$ cat config.mk
export PLATFORM = sky130hd
export DESIGN_NAME = mmu_ctrl
export DESIGN_NICKNAME = d
export VERILOG_FILES = /design/src/rtl/mmu_ctrl.sv
export SDC_FILE = /design/constraint.sdc
export NUM_CORES = 2
export LEC_CHECK = 0
export BUFFER_PORTS_ARGS = -buffer_cell sky130_fd_sc_hd__clkbuf_2
export CORE_MARGIN = 3
export CORE_UTILIZATION = 63
export CTS_CLUSTER_SIZE = 12
export DETAILED_ROUTE_END_ITERATION = 16
export GPL_TIMING_DRIVEN = 0
export HOLD_SLACK_MARGIN = 0.06
export PLACE_DENSITY = 0.83
export SLEW_MARGIN = 20
export SYNTH_ARGS = -nofsm -noshare
export SYNTH_HDL_FRONTEND = slang
export SYNTH_SLANG_ARGS = --single-unit
$ cat constraint.sdc
create_clock -name clock -period 25.7 [get_ports clock]
set_clock_uncertainty 0.05 [all_clocks]
set_input_delay 1.285 -clock clock [delete_from_list [all_inputs] [get_ports clock]]
set_output_delay 1.285 -clock clock [all_outputs]
set_load 0.02 [all_outputs]
$ cat src/rtl/mmu_ctrl.sv
// Bus address decoder and cycle controller: programmable region table,
// wait-state sequencing, and unmapped / write-protect fault reporting.
module mmu_ctrl #(
    parameter int ADDR_WIDTH = 32,
    parameter int NREGIONS   = 8,
    parameter int CS_WIDTH   = 4,
    parameter int WAIT_WIDTH = 4
) (
    input  logic                              clock,
    input  logic                              reset,
    input  logic                              read,
    input  logic                              write,
    input  logic [ADDR_WIDTH-1:0]             address,
    input  logic                              map,
    input  logic                              cfg_we,
    input  logic [$clog2(NREGIONS)-1:0]       cfg_idx,
    input  logic [ADDR_WIDTH-1:0]             cfg_base,
    input  logic [ADDR_WIDTH-1:0]             cfg_limit,
    input  logic [CS_WIDTH+WAIT_WIDTH+2:0]    cfg_attr,
    output logic [CS_WIDTH-1:0]               chipselect,
    output logic                              start,
    output logic                              buswrite,
    output logic                              buswait,
    output logic                              busfault,
    output logic [1:0]                        fault_cause
);

    localparam int IDX_W   = $clog2(NREGIONS);
    localparam int ATTR_W  = CS_WIDTH + WAIT_WIDTH + 3;
    localparam int WP_BIT  = CS_WIDTH + WAIT_WIDTH;
    localparam int MODE_LO = WP_BIT + 1;

    localparam logic [ADDR_WIDTH-1:0] BASE0  = ADDR_WIDTH'(32'hF000_0000);
    localparam logic [ADDR_WIDTH-1:0] LIMIT0 = {ADDR_WIDTH{1'b1}};
    localparam logic [ATTR_W-1:0]     ATTR0  = {2'b11, 1'b0, WAIT_WIDTH'(32'd3), CS_WIDTH'(32'd8)};

    typedef enum logic [2:0] {
        ST_IDLE  = 3'd0,
        ST_START = 3'd1,
        ST_PRE   = 3'd2,
        ST_POST  = 3'd3,
        ST_FAULT = 3'd4
    } state_t;

    logic [ADDR_WIDTH-1:0] base_r  [NREGIONS];
    logic [ADDR_WIDTH-1:0] limit_r [NREGIONS];
    logic [ATTR_W-1:0]     attr_r  [NREGIONS];

    logic [NREGIONS-1:0]   hit_vec_s;
    logic [IDX_W-1:0]      hit_idx_s;
    logic                  hit_s;
    logic                  req_s;

    state_t                state_r, state_next_s;
    logic [WAIT_WIDTH-1:0] cnt_r, cnt_next_s;
    logic [WAIT_WIDTH-1:0] waits_r, waits_next_s;
    logic [CS_WIDTH-1:0]   cs_r, cs_next_s;
    logic [1:0]            cause_r, cause_next_s;

    logic [CS_WIDTH-1:0]   chipselect_next_s;
    logic                  start_next_s, buswrite_next_s, buswait_next_s, busfault_next_s;
    logic [CS_WIDTH-1:0]   chipselect_r;
    logic                  start_r, buswrite_r, buswait_r, busfault_r;

    assign req_s = read | write;

    // Region table storage; entry 0 comes out of reset as the boot window.
    always_ff @(posedge clock or posedge reset) begin
        if (reset) begin
            for (int i = 0; i < NREGIONS; i++) begin
                base_r[i]  <= (i == 0) ? BASE0  : '0;
                limit_r[i] <= (i == 0) ? LIMIT0 : '0;
                attr_r[i]  <= (i == 0) ? ATTR0  : '0;
            end
        end else if (cfg_we) begin
            base_r[cfg_idx]  <= cfg_base;
            limit_r[cfg_idx] <= cfg_limit;
            attr_r[cfg_idx]  <= cfg_attr;
        end
    end

    // Address decode; scanning downward lets the lowest matching index win.
    always_comb begin
        hit_vec_s = '0;
        for (int i = 0; i < NREGIONS; i++) begin
            hit_vec_s[i] = (address >= base_r[i]) && (address <= limit_r[i]) &&
                           (map ? attr_r[i][MODE_LO+1] : attr_r[i][MODE_LO]);
        end
        hit_idx_s = '0;
        for (int i = NREGIONS - 1; i >= 0; i--) begin
            hit_idx_s = hit_vec_s[i] ? IDX_W'(i) : hit_idx_s;
        end
        hit_s = |hit_vec_s;
    end

    // Next-state logic; cs and waits are captured only when leaving IDLE.
    always_comb begin
        state_next_s = state_r;
        cnt_next_s   = cnt_r;
        waits_next_s = waits_r;
        cs_next_s    = cs_r;
        cause_next_s = cause_r;
        case (state_r)
            ST_IDLE: begin
                if (req_s) begin
                    if (!hit_s) begin
                        state_next_s = ST_FAULT;
                        cause_next_s = 2'b01;
                    end else if (attr_r[hit_idx_s][WP_BIT] && write) begin
                        state_next_s = ST_FAULT;
                        cause_next_s = 2'b10;
                    end else begin
                        state_next_s = ST_START;
                        cs_next_s    = attr_r[hit_idx_s][CS_WIDTH-1:0];
                        waits_next_s = attr_r[hit_idx_s][WP_BIT-1:CS_WIDTH];
                    end
                end else begin
                    state_next_s = ST_IDLE;
                end
            end
            ST_START: begin
                if (req_s) begin
                    state_next_s = ST_PRE;
                    cnt_next_s   = waits_r;
                end else begin
                    state_next_s = ST_IDLE;
                end
            end
            ST_PRE: begin
                if (cnt_r == WAIT_WIDTH'(32'd0)) begin
                    state_next_s = ST_POST;
                end else begin
                    cnt_next_s = cnt_r - WAIT_WIDTH'(32'd1);
                end
            end
            ST_POST: begin
                if (!req_s) begin
                    state_next_s = ST_IDLE;
                end else begin
                    state_next_s = ST_POST;
                end
            end
            ST_FAULT: begin
                if (!req_s) begin
                    state_next_s = ST_IDLE;
                    cause_next_s = 2'b00;
                end else begin
                    state_next_s = ST_FAULT;
                end
            end
            default: begin
                state_next_s = ST_IDLE;
                cause_next_s = 2'b00;
            end
        endcase
    end

    // Output values for the upcoming state, registered below.
    always_comb begin
        chipselect_next_s = '0;
        start_next_s      = 1'b0;
        buswrite_next_s   = 1'b0;
        buswait_next_s    = 1'b0;
        busfault_next_s   = 1'b0;
        case (state_next_s)
            ST_START: begin
                start_next_s      = 1'b1;
                buswait_next_s    = 1'b1;
                chipselect_next_s = cs_next_s;
            end
            ST_PRE: begin
                buswait_next_s    = 1'b1;
                buswrite_next_s   = write;
                chipselect_next_s = cs_next_s;
            end
            ST_POST: begin
                chipselect_next_s = cs_next_s;
            end
            ST_FAULT: begin
                busfault_next_s = 1'b1;
            end
            default: begin
                buswait_next_s = 1'b1;
            end
        endcase
    end

    // State, counter, latched entry fields and registered outputs.
    always_ff @(posedge clock or posedge reset) begin
        if (reset) begin
            state_r      <= ST_IDLE;
            cnt_r        <= '0;
            waits_r      <= '0;
            cs_r         <= '0;
            cause_r      <= 2'b00;
            chipselect_r <= '0;
            start_r      <= 1'b0;
            buswrite_r   <= 1'b0;
            buswait_r    <= 1'b1;
            busfault_r   <= 1'b0;
        end else begin
            state_r      <= state_next_s;
            cnt_r        <= cnt_next_s;
            waits_r      <= waits_next_s;
            cs_r         <= cs_next_s;
            cause_r      <= cause_next_s;
            chipselect_r <= chipselect_next_s;
            start_r      <= start_next_s;
            buswrite_r   <= buswrite_next_s;
            buswait_r    <= buswait_next_s;
            busfault_r   <= busfault_next_s;
        end
    end

    assign chipselect  = chipselect_r;
    assign start       = start_r;
    assign buswrite    = buswrite_r;
    assign buswait     = buswait_r;
    assign busfault    = busfault_r;
    assign fault_cause = cause_r;

endmodule

==> run summary <==
The worst register-to-register path begins at base_r[29]. The run gives 34.8% as the overall track demand over capacity in global routing. The analysis attributes to net switching a power of 1080 µW. The routed design could run at a clock period as short as 5950 ps. The summed instance area of the synthesized netlist was 36600 µm²; the final period utilization was 23.2%.

Entering global routing, the biggest net connects 108 pins. The number of global-route vias before repair is 29100, and the worst slew margin relative to its limit is 24.3%. The clock latency reported for the late side of the worst-skew pair came out at 630 ps. In this run the remaining antenna-violating nets after routing total 0. The total inserted antenna cells was 0; the net count after synthesis was 4202.

For the number of endpoints with negative hold slack in the final report, the log shows 0. After floorplanning, the core was sized to cover 56900 µm². Of the cells placed in the final design, the portion with a size suffix greater than 1 is 17.7%. Startpoint kind of the worst setup timing path: an input port. The count of state elements after synthesis was 625; the number of detailed-route iterations in the first pass was 6. The number of vias per cell was 6.26. Power spread over the standard cell area amounts to 80.6 nW/µm². From bottom edge to top edge, the die measures 247 µm. Data arrives at the worst endpoint at 6460 ps. At the worst endpoint, the required time is 26210 ps. Net switching is 32.9% of the power.

The largest driver fanout on the critical path is 16. The cell count after synthesis came out at 3573. Buffers inserted to repair hold after CTS numbered 0. In the final layout, flip-flops and latches occupy 15700 µm².

The run gives 0 as the final setup violation count. Setup repair after global routing left no endpoint under its margin. The path class of the tightest hold or removal check is flop to flop.

The longest clock path from root to sink contains 3 buffers. The worst setup path is of the input port to flop kind. The first global-routing pass estimated 161000 µm of wire. Traced cell by cell, the critical path runs through clkbuf_2 -> ha_1 -> nand4_1 -> nor4bb_1 -> a22oi_1 -> a221o_1 -> o32ai_1 -> a211o_1 -> nand2_2 -> mux2i_1 -> a2111oi_0 -> mux2_1.

Setup slack after layout: 19750 ps. The number of I/O port buffers is 124, and the sequential-to-total area share from yosys stat is 42.9%. Prior to clock tree synthesis, the placed netlist has a worst setup slack of 19120 ps. The achievable frequency is 168 MHz. The die covers 61100 µm². Combinational cells account for 30.3% of the total power. The placer's final routability congestion estimate was 0.976; the slew of the pin with the lowest slew margin was 1100 ps. For this run, the post-layout net count is 4405.

The count of final max-slew check failures is 0. The category of cells accounting for the largest share of critical-path delay is compound AO/OA/AOI/OAI gates. The starting DRC count in detailed routing came out at 2128. The tools report the kind of end point of the critical path as a flop. The critical path starts at address[31].

Pin placement for this block handled 126 I/O pins. From synthesis to final layout, the design area changed by 10.9%. After the flow finishes, the layout carries non-filler instances totaling 4588. The floorplan has 87 rows. The initial core utilization was 64.3%. For this run, design rule violations remaining after detail routing come to 0. The number of buffer and inverter instances along the worst setup path came out at 1. The total overflow left after global routing is 0. Initial antenna violation count: 3.

After clock tree synthesis, the clock-pin slew on the worst setup and hold paths is 50 ps. CTS saw 625 sinks. The cell type of the slowest stage on the worst timing path is sky130_fd_sc_hd__nor4bb_1. Of the total power, registers draw 40.0%.

The post-detailed-placement half-perimeter wirelength came out at 71800 µm. Number of H-tree branching levels: 3. The maximum single-stage delay on the critical path came out at 930 ps. Max-cap violations in this run came to 0. The prevailing post-synth register cell was sky130_fd_sc_hd__dfrtp_1.

In this run, distinct cell masters in the synthesized netlist total 89. Count of fill cells added during filler insertion: 3954. The number of setup buffers added after CTS is 0. The overall via count from detail_route was 28700; the total internal power was 2200 µW. The instance count after placement with tap cells included was 4461; the Yosys warning count was 0. The synthesized area per cell is 10.2 µm², and the width of the die is 247 µm.

The fraction of registers with async set/reset is 100%, and the average routed wire per standard cell is 22.9 µm. The synthesized design contains 0 enable-type register cells. The largest vdd supply drop is 0.0728 mV. The run finished with clean final reports. For the clock buffer count from CTS, the log shows 69. In this run, post-CTS repair resized a total of 0 instances.

Origin of the worst min-delay path: waits_r[0]. The tree is rooted in a sky130_fd_sc_hd__clkbuf_16. Summing all multi-input logic gate instances after layout gives 18600 µm². Summed over all failing endpoints, the final setup total negative slack is 0 ps. The design draws 3270 µW.

Per report_power, the clock group accounts for 29.7% of the total. The run gives 105000 µm as the wire length reported by the detailed router. TritonCTS built the clock tree. In this run the static leakage power is 0.0196 µW.
through the flow:
stage | util (%) | instance area [µm²] | hold WS, ps
2_1_floorplan | - | 36600 | 406
3_3_place_gp | 67.1 | 38200 | 430
3_5_place_dp | 67.5 | 38400 | 437
4_1_cts | 71.3 | 40600 | 450
5_1_grt | 71.3 | 40600 | 459
6_report | 71.3 | 40600 | 445
registers in the layout, summed over array words and instances (netlist names):
signal / count
cnt_r: 4
buswait: 1
attr_r: 88
state_r: 3
buswrite: 1
chipselect: 4
busfault: 1
start: 1
limit_r: 256
cs_r: 4
base_r: 256
waits_r: 4
fault_cause: 2
cell usage in the layout (no fill, tap or decap), types with 21 or more instances in the layout:
| cell | Yosys | routed |
|---|---|---|
| sky130_fd_sc_hd__a21o_1 | 56 | 56 |
| sky130_fd_sc_hd__mux2_2 | 357 | 357 |
| sky130_fd_sc_hd__nand2_1 | 352 | 352 |
| sky130_fd_sc_hd__nor2_1 | 53 | 53 |
| sky130_fd_sc_hd__a211oi_1 | 40 | 40 |
| sky130_fd_sc_hd__a21boi_0 | 21 | 21 |
| sky130_fd_sc_hd__clkbuf_16 | 0 | 71 |
| sky130_fd_sc_hd__dfrtp_1 | 583 | 583 |
| sky130_fd_sc_hd__clkbuf_1 | 90 | 113 |
| sky130_fd_sc_hd__a21oi_1 | 171 | 171 |
| sky130_fd_sc_hd__dfstp_2 | 42 | 42 |
| sky130_fd_sc_hd__nand4_1 | 84 | 84 |
| sky130_fd_sc_hd__nand3_1 | 35 | 35 |
| sky130_fd_sc_hd__nor3_1 | 31 | 31 |
| sky130_fd_sc_hd__inv_1 | 522 | 521 |
| sky130_fd_sc_hd__clkbuf_2 | 0 | 127 |
| sky130_fd_sc_hd__o21ai_0 | 321 | 321 |
| sky130_fd_sc_hd__ha_1 | 513 | 513 |
layer usage:
metal | track usage, % | part of all wire [%] | vias up
li1 | - | - | 12900
met1 | 42.1 | 38 | 14100
met2 | 55.9 | 46 | 1259
met3 | 7.87 | 9.2 | 416
met4 | 23.1 | 7.5 | 2
met5 | 0 | 0.015 | -
cell type report:
cell class,instances,area share [%]
Buffer,103,1.06
Clock buffer,110,5.06
Clock inverter,17,0.342
Inverter,523,4.85
Multi-Input combinational cell,2322,45.7
Sequential cell,625,38.6
Tap cell,756,2.33
Timing Repair Buffer,132,1.97
path summary, 6_finish.rpt:
check	to	slack [ps]	cells past startpoint
max in group asynchronous	buswait	23230	5
min in group asynchronous	base_r[143]	660	2
max reg2reg	waits_r[1]	20660	12
max	waits_r[1]	19750	12
min	waits_r[0]	450	1
min reg2reg	waits_r[0]	450	1
logic make-up after synthesis:
group	after synthesis	synth area share, %
AND/OR/NAND/NOR	670	8.79
buffers and inverters	626	6.52
adder cells (fa/ha/maj)	513	17.5
flip-flops	625	42.9
AO/OA/AOI/OAI	760	12.7
multiplexers	379	11.6
power by group through the flow:
stage / logic [µW] / registers, µW / clock network (µW)
final: 992 / 1310 / 972
after global routing: 1110 / 1330 / 1020
after CTS: 983 / 1310 / 977
after detailed placement: 966 / 1320 / 0
after global placement: 913 / 1320 / 0
after floorplan: 692 / 1310 / 0
cell usage after synthesis (3+ instances only):
cell type	instances	area share, %
sky130_fd_sc_hd__dfstp_2	42	3.0
sky130_fd_sc_hd__o32ai_1	3	0.072
sky130_fd_sc_hd__or2_2	4	0.068
sky130_fd_sc_hd__a211oi_2	4	0.14
sky130_fd_sc_hd__clkbuf_1	90	0.92
sky130_fd_sc_hd__buf_6	5	0.15
sky130_fd_sc_hd__a211o_1	14	0.33
sky130_fd_sc_hd__mux2_1	5	0.15
sky130_fd_sc_hd__a21o_1	56	1.1
sky130_fd_sc_hd__a21oi_1	171	2.3
sky130_fd_sc_hd__nor4_1	13	0.22
sky130_fd_sc_hd__o31ai_1	6	0.12
sky130_fd_sc_hd__nor3_1	31	0.42
sky130_fd_sc_hd__a31oi_1	8	0.14
sky130_fd_sc_hd__mux2i_1	16	0.44
sky130_fd_sc_hd__a211oi_1	40	0.82
sky130_fd_sc_hd__o21ai_1	10	0.14
sky130_fd_sc_hd__nor2b_1	13	0.22
sky130_fd_sc_hd__nand4_1	84	1.4
sky130_fd_sc_hd__a2111oi_0	8	0.19
sky130_fd_sc_hd__o21ai_0	321	4.4
sky130_fd_sc_hd__buf_1	7	0.072
sky130_fd_sc_hd__nor3b_1	3	0.061
sky130_fd_sc_hd__nand4b_1	3	0.072
sky130_fd_sc_hd__nand2b_1	18	0.31
sky130_fd_sc_hd__or3_1	16	0.27
sky130_fd_sc_hd__dfrtp_1	583	40
sky130_fd_sc_hd__mux2_2	357	11
sky130_fd_sc_hd__nand3_1	35	0.48
sky130_fd_sc_hd__a22oi_1	3	0.061
sky130_fd_sc_hd__a221o_1	6	0.16
sky130_fd_sc_hd__nor2_1	53	0.54
sky130_fd_sc_hd__a221oi_1	9	0.22
sky130_fd_sc_hd__and3_1	7	0.12
sky130_fd_sc_hd__ha_1	513	18
sky130_fd_sc_hd__and2_1	4	0.068
sky130_fd_sc_hd__o211ai_1	17	0.35
sky130_fd_sc_hd__nand2_1	352	3.6
sky130_fd_sc_hd__o21a_1	18	0.37
sky130_fd_sc_hd__a21boi_0	21	0.43
sky130_fd_sc_hd__and4_1	13	0.31
sky130_fd_sc_hd__inv_1	522	5.4
sky130_fd_sc_hd__o2111ai_1	8	0.19
sky130_fd_sc_hd__o221ai_1	3	0.072
worst register-to-register path, stage by stage (launching register included):
cell and delay [ps]:
sky130_fd_sc_hd__dfrtp_1 350, sky130_fd_sc_hd__inv_1 40, sky130_fd_sc_hd__ha_1 290, sky130_fd_sc_hd__nand4_1 230, sky130_fd_sc_hd__nor4bb_1 930, sky130_fd_sc_hd__a22oi_1 510, sky130_fd_sc_hd__a221o_1 500, sky130_fd_sc_hd__o32ai_1 230
sky130_fd_sc_hd__a211o_1 390, sky130_fd_sc_hd__nand2_2 270, sky130_fd_sc_hd__mux2i_1 200, sky130_fd_sc_hd__a2111oi_0 770, sky130_fd_sc_hd__mux2_1 230
Note: power is estimated with default switching activity, not from simulation.
